--- src/rtl/encoder_decoder_pkg.sv ---
// Shared definitions for the one-hot encode/decode round-trip checker.
package encdec_pkg;

  // Default one-hot vector width.
  localparam int N_DEFAULT = 4;

  // Widest vector the helper functions accept. Narrower vectors are
  // zero-extended before the helpers are called.
  localparam int N_MAX = 32;

  // Returns the index of the highest set bit. An all-zero vector gives 0.
  function automatic int onehot_to_index(input logic [N_MAX-1:0] vec);
    int idx;
    idx = 0;
    for (int i = 0; i < N_MAX; i++) begin
      if (vec[i]) idx = i;
    end
    return idx;
  endfunction

  // True when more than one bit is set. Clearing the lowest set bit
  // leaves something behind only if a second bit was set.
  function automatic logic popcount_gt1(input logic [N_MAX-1:0] vec);
    return (vec & (vec - N_MAX'(1))) != '0;
  endfunction

endpackage

--- src/rtl/encoder_decoder_priority_encoder.sv ---
// Combinational priority encoder: the highest set bit wins. It also reports
// whether any bit is set and whether more than one bit is set.
module priority_encoder
  import encdec_pkg::*;
#(
  parameter int N = N_DEFAULT,
  parameter int W = $clog2(N)
) (
  input  logic [N-1:0] i_vec,
  output logic [W-1:0] o_code,
  output logic         o_any,
  output logic         o_multi
);

  // The helpers work on N_MAX-bit vectors, so N must not exceed N_MAX.
  logic [N_MAX-1:0] w_vec_ext;

  assign w_vec_ext = N_MAX'(i_vec);
  assign o_code    = W'(onehot_to_index(w_vec_ext));
  assign o_any     = |i_vec;
  assign o_multi   = popcount_gt1(w_vec_ext);

endmodule

--- src/rtl/encoder_decoder.sv ---
// Two-stage registered round trip.
// Stage 1 priority-encodes original_in into a binary index and flags.
// Stage 2 decodes that index back to one-hot.
// There is no handshake: one input is taken on every rising edge, nothing
// stalls, and every output is a register, so no path runs combinationally
// from input to output.
module encoder_decoder
  import encdec_pkg::*;
#(
  parameter  int N = N_DEFAULT,
  localparam int W = $clog2(N)
) (
  input  logic         clk,
  input  logic         rst_n,
  input  logic [N-1:0] original_in,
  output logic [N-1:0] final_out,
  output logic [W-1:0] code_out,
  output logic         valid_out,
  output logic         multi_hot
);

  logic [W-1:0] w_code;
  logic         w_any;
  logic         w_multi;

  logic [W-1:0] r_code;
  logic         r_s1_valid;
  logic         r_s1_multi;
  logic [N-1:0] r_final;
  logic         r_valid;
  logic         r_multi;

  priority_encoder #(
    .N (N),
    .W (W)
  ) u_priority_encoder (
    .i_vec   (original_in),
    .o_code  (w_code),
    .o_any   (w_any),
    .o_multi (w_multi)
  );

  // Stage 1: register the encoded index and its qualifying flags.
  always_ff @(posedge clk or negedge rst_n) begin
    if (!rst_n) begin
      r_code     <= '0;
      r_s1_valid <= 1'b0;
      r_s1_multi <= 1'b0;
    end else begin
      r_code     <= w_code;
      r_s1_valid <= w_any;
      r_s1_multi <= w_multi;
    end
  end

  // Stage 2: decode the index back to one-hot and carry the flags forward.
  // An empty stage-1 result decodes to zero instead of bit 0.
  always_ff @(posedge clk or negedge rst_n) begin
    if (!rst_n) begin
      r_final <= '0;
      r_valid <= 1'b0;
      r_multi <= 1'b0;
    end else begin
      r_final <= r_s1_valid ? (N'(1) << r_code) : '0;
      r_valid <= r_s1_valid;
      r_multi <= r_s1_multi;
    end
  end

  assign code_out  = r_code;
  assign final_out = r_final;
  assign valid_out = r_valid;
  assign multi_hot = r_multi;

endmodule

--- config.mk ---
export PLATFORM = sky130hd
export DESIGN_NAME = encoder_decoder
export DESIGN_NICKNAME = d
export VERILOG_FILES = /design/src/rtl/encoder_decoder_pkg.sv /design/src/rtl/encoder_decoder_priority_encoder.sv /design/src/rtl/encoder_decoder.sv
export SDC_FILE = /design/constraint.sdc
export NUM_CORES = 1
export LEC_CHECK = 0
export ABC_AREA = 1
export CORE_AREA = 2 2 39 41
export DETAILED_ROUTE_END_ITERATION = 8
export DIE_AREA = 0 0 41 43
export DONT_BUFFER_PORTS = 1
export GPL_TIMING_DRIVEN = 1
export PLACE_DENSITY_LB_ADDON = 0.08
export SETUP_SLACK_MARGIN = 0.4
export SYNTH_ARGS = -nofsm -noshare
export SYNTH_HDL_FRONTEND = slang
export SYNTH_SLANG_ARGS = --single-unit
--- constraint.sdc ---
create_clock -name clk -period 1.4 [get_ports clk]
set_input_delay 0.07 -clock clk [delete_from_list [all_inputs] [get_ports clk]]
set_output_delay 0.07 -clock clk [all_outputs]
set_load 0.01 [all_outputs]
==> results.py <==
metrics = {
    "place": {
        "dp_hpwl_um": 393,
        "gp_congestion": 0.564,
        "place.port_buffers": 0,
    },
    "floorplanning": {
        "die_w_um": 41,
        "rows": 14,
        "start_util": 0.244,
        "die_y_um": 43,
        "core_um2": 1380,
        "die_area_um2": 1760,
        "io_pins": 14,
    },
    "min_path": {
        "holdCritPathClass": "in -> reg",
        "worstHoldEndpoint": "r_s1_multi",
        "min_delay_path_depth": 4,
        "hp-start": "original_in[3]",
    },
    "timing": {
        "period_minus_slack_ps": 837,
        "slew_viol_final": 0,
        "slew_headroom": 0.712,
        "whs_ps": 18.6,
        "hold_viol_final": 0,
        "fmax_mhz": 1190,
        "grt_setup_unrepaired": "false",
        "setup_violations": 0,
        "fin_crit_sh": 0.598,
        "tightestPinTransition_ps": 431,
        "finClkSkew_ps": 5.44,
        "setup_tns_ps": 0,
    },
    "route": {
        "ant_nets": 0,
        "drcViolationCount": 0,
        "vias_per_cell": 3.92,
        "wirelength_um": 524,
        "drtPass1Iterations": 1,
        "drtIter0Drc": 0,
        "wl_per_cell_um": 9.89,
        "vias": 208,
    },
    "final_layout": {
        "fillers": 147,
        "drive_above_1_share": 0.135,
        "multi_input_area_um2": 65.1,
        "final_core_util": 0.311,
        "area_delta_synth_final_pct": 27.4,
        "antenna_cells": 0,
        "nNetsFinal": 45,
        "ff_latch_area_um2": 250,
    },
    "logic_synthesis": {
        "ys_seq_area_frac": 0.741,
        "synth-seq-cells": 10,
        "synth_area_um2": 338,
        "synth_fp_nets": 35,
        "synthCells": 29,
        "yosysUniqueCellTypes": 8,
        "synth_area_per_cell_um2": 11.6,
        "ys.warnings.count": 0,
    },
    "setup_path": {
        "crit_arrival_ps": 990,
        "path_max_fanout": 4,
        "timing.rr.end": "final_out[2]",
        "critical_path_class": "reg -> reg",
        "slowest_delay_ps": 430,
        "r2r_slack_ps": 560,
        "critical_path_buf_inv_count": 1,
        "slowest_stage": "dfrtp_1",
        "crit_family": "flip-flops",
        "r2r.worst_path.cells": 2,
        "worstPathRequired_ps": 1560,
        "worstPathCellList": "inv_1 > nor3_1",
        "critPathCaptureType": "flop",
        "worstReg2RegStart": "code_out[1]",
        "cp-start-kind": "flop",
    },
    "clock_tree": {
        "cts_tree": "done",
        "cts.clk_slew.worst_paths_ps": 60,
        "cts_resized": 0,
        "cts_buffers": 3,
        "cts.path.max_buffers": 2,
        "clock_sinks": 10,
        "postCtsSetupRepairBufs": 0,
        "htreeDepth": 1,
        "clk_latency_ps": 250,
        "cts_root_buffer": "clkbuf_4",
    },
    "global_route": {
        "grt_pass1_vias": 236,
        "grt_usage": 0.0848,
        "grt_pass1_wl_um": 890,
        "antenna_found_initial": 0,
        "grt_max_degree": 11,
        "overflow": 0,
    },
    "flow_run": {
        "max_cap_viol_count": 0,
    },
    "power": {
        "ir_drop_mv": 0.267,
        "power_density_nw_per_um2": 1250,
        "power_leakage_nw": 0.209,
    },
    "status": {
        "status": "completed",
    },
}
-- report_power, final --
part	switching (mW)	internal (mW)	leakage, nW
registers	0.0147	0.306	0.113
logic	0.0186	0.0175	0.0825
clock network	0.0831	0.0985	0.0138
-- per-stage QoR --
step	area [um^2]	instances	setup WS, ps	total power [mW]
detailed placement	358	45	586	0.345
finish	430	53	563	0.538
floorplan	338	29	692	0.340
CTS	430	53	569	0.548
global placement	358	45	631	0.345
global route	430	53	520	0.567
-- routing by layer --
metal	track usage	part of all wire	up-vias
li1	-	-	103
met1	0.0787	0.34	92
met2	0.122	0.53	13
met3	0.0471	0.13	0
met4	0.0800	0	0
met5	0	0	-
-- state kept, by name (all words and copies together), names as in the netlist --
register	count
final_out	4
code_out	2
multi_hot	1
r_s1_multi	1
r_s1_valid	1
valid_out	1
-- cell families after synthesis --
family,count (synthesis),share of synthesized area
AO/OA/AOI/OAI,1,0.0222
buffers and inverters,6,0.0667
flip-flops,10,0.741
AND/OR/NAND/NOR,12,0.170
-- layout make-up --
class                           count  share of cell area
Clock buffer                        3              0.0523
Inverter                            6              0.0523
Multi-Input combinational cell     13               0.151
Sequential cell                    10               0.581
Tap cell                           16              0.0465
Timing Repair Buffer                5               0.116
-- how the worst max path moves through the flow --
stage / from / end / slack [ps] / depth (start not counted)
2_1_floorplan: code_out[1] / final_out[2] / 690 / 2
3_3_place_gp: code_out[1] / final_out[2] / 630 / 2
3_5_place_dp: code_out[1] / final_out[2] / 590 / 2
4_1_cts: code_out[1] / final_out[2] / 570 / 2
5_1_grt: code_out[1] / final_out[2] / 520 / 2
6_report: code_out[1] / final_out[2] / 560 / 2
-- synthesized netlist by cell type --
cell type	instances	area, um^2
dfrtp_1	10	250
o21bai_1	1	7.51
nor3_1	3	15.0
nor2_1	1	3.75
nand2_1	6	22.5
nor3_2	1	10.0
inv_1	6	22.5
nor2_2	1	6.26
-- layout by cell type (no fill, tap or decap), drive strengths merged --
cell,Yosys,final
nor2,2,2
nand2,6,6
dfrtp,10,10
inv,6,6
clkbuf,0,3
dlygate4sd3,0,5
nor3,4,4
o21bai,1,1
-- worst min-delay path, stage by stage --
cell and delay (ps):
nand2_1 30, nand2_1 50, nand2_1 50, inv_1 40
-- timing repair --
action / 4_1_cts / 5_1_grt
endpoints found under the hold margin: 14 / 0
endpoints found under the setup margin: 0 / 0
hold buffers: 5 / 0
Power figures use the tool's default switching activity.
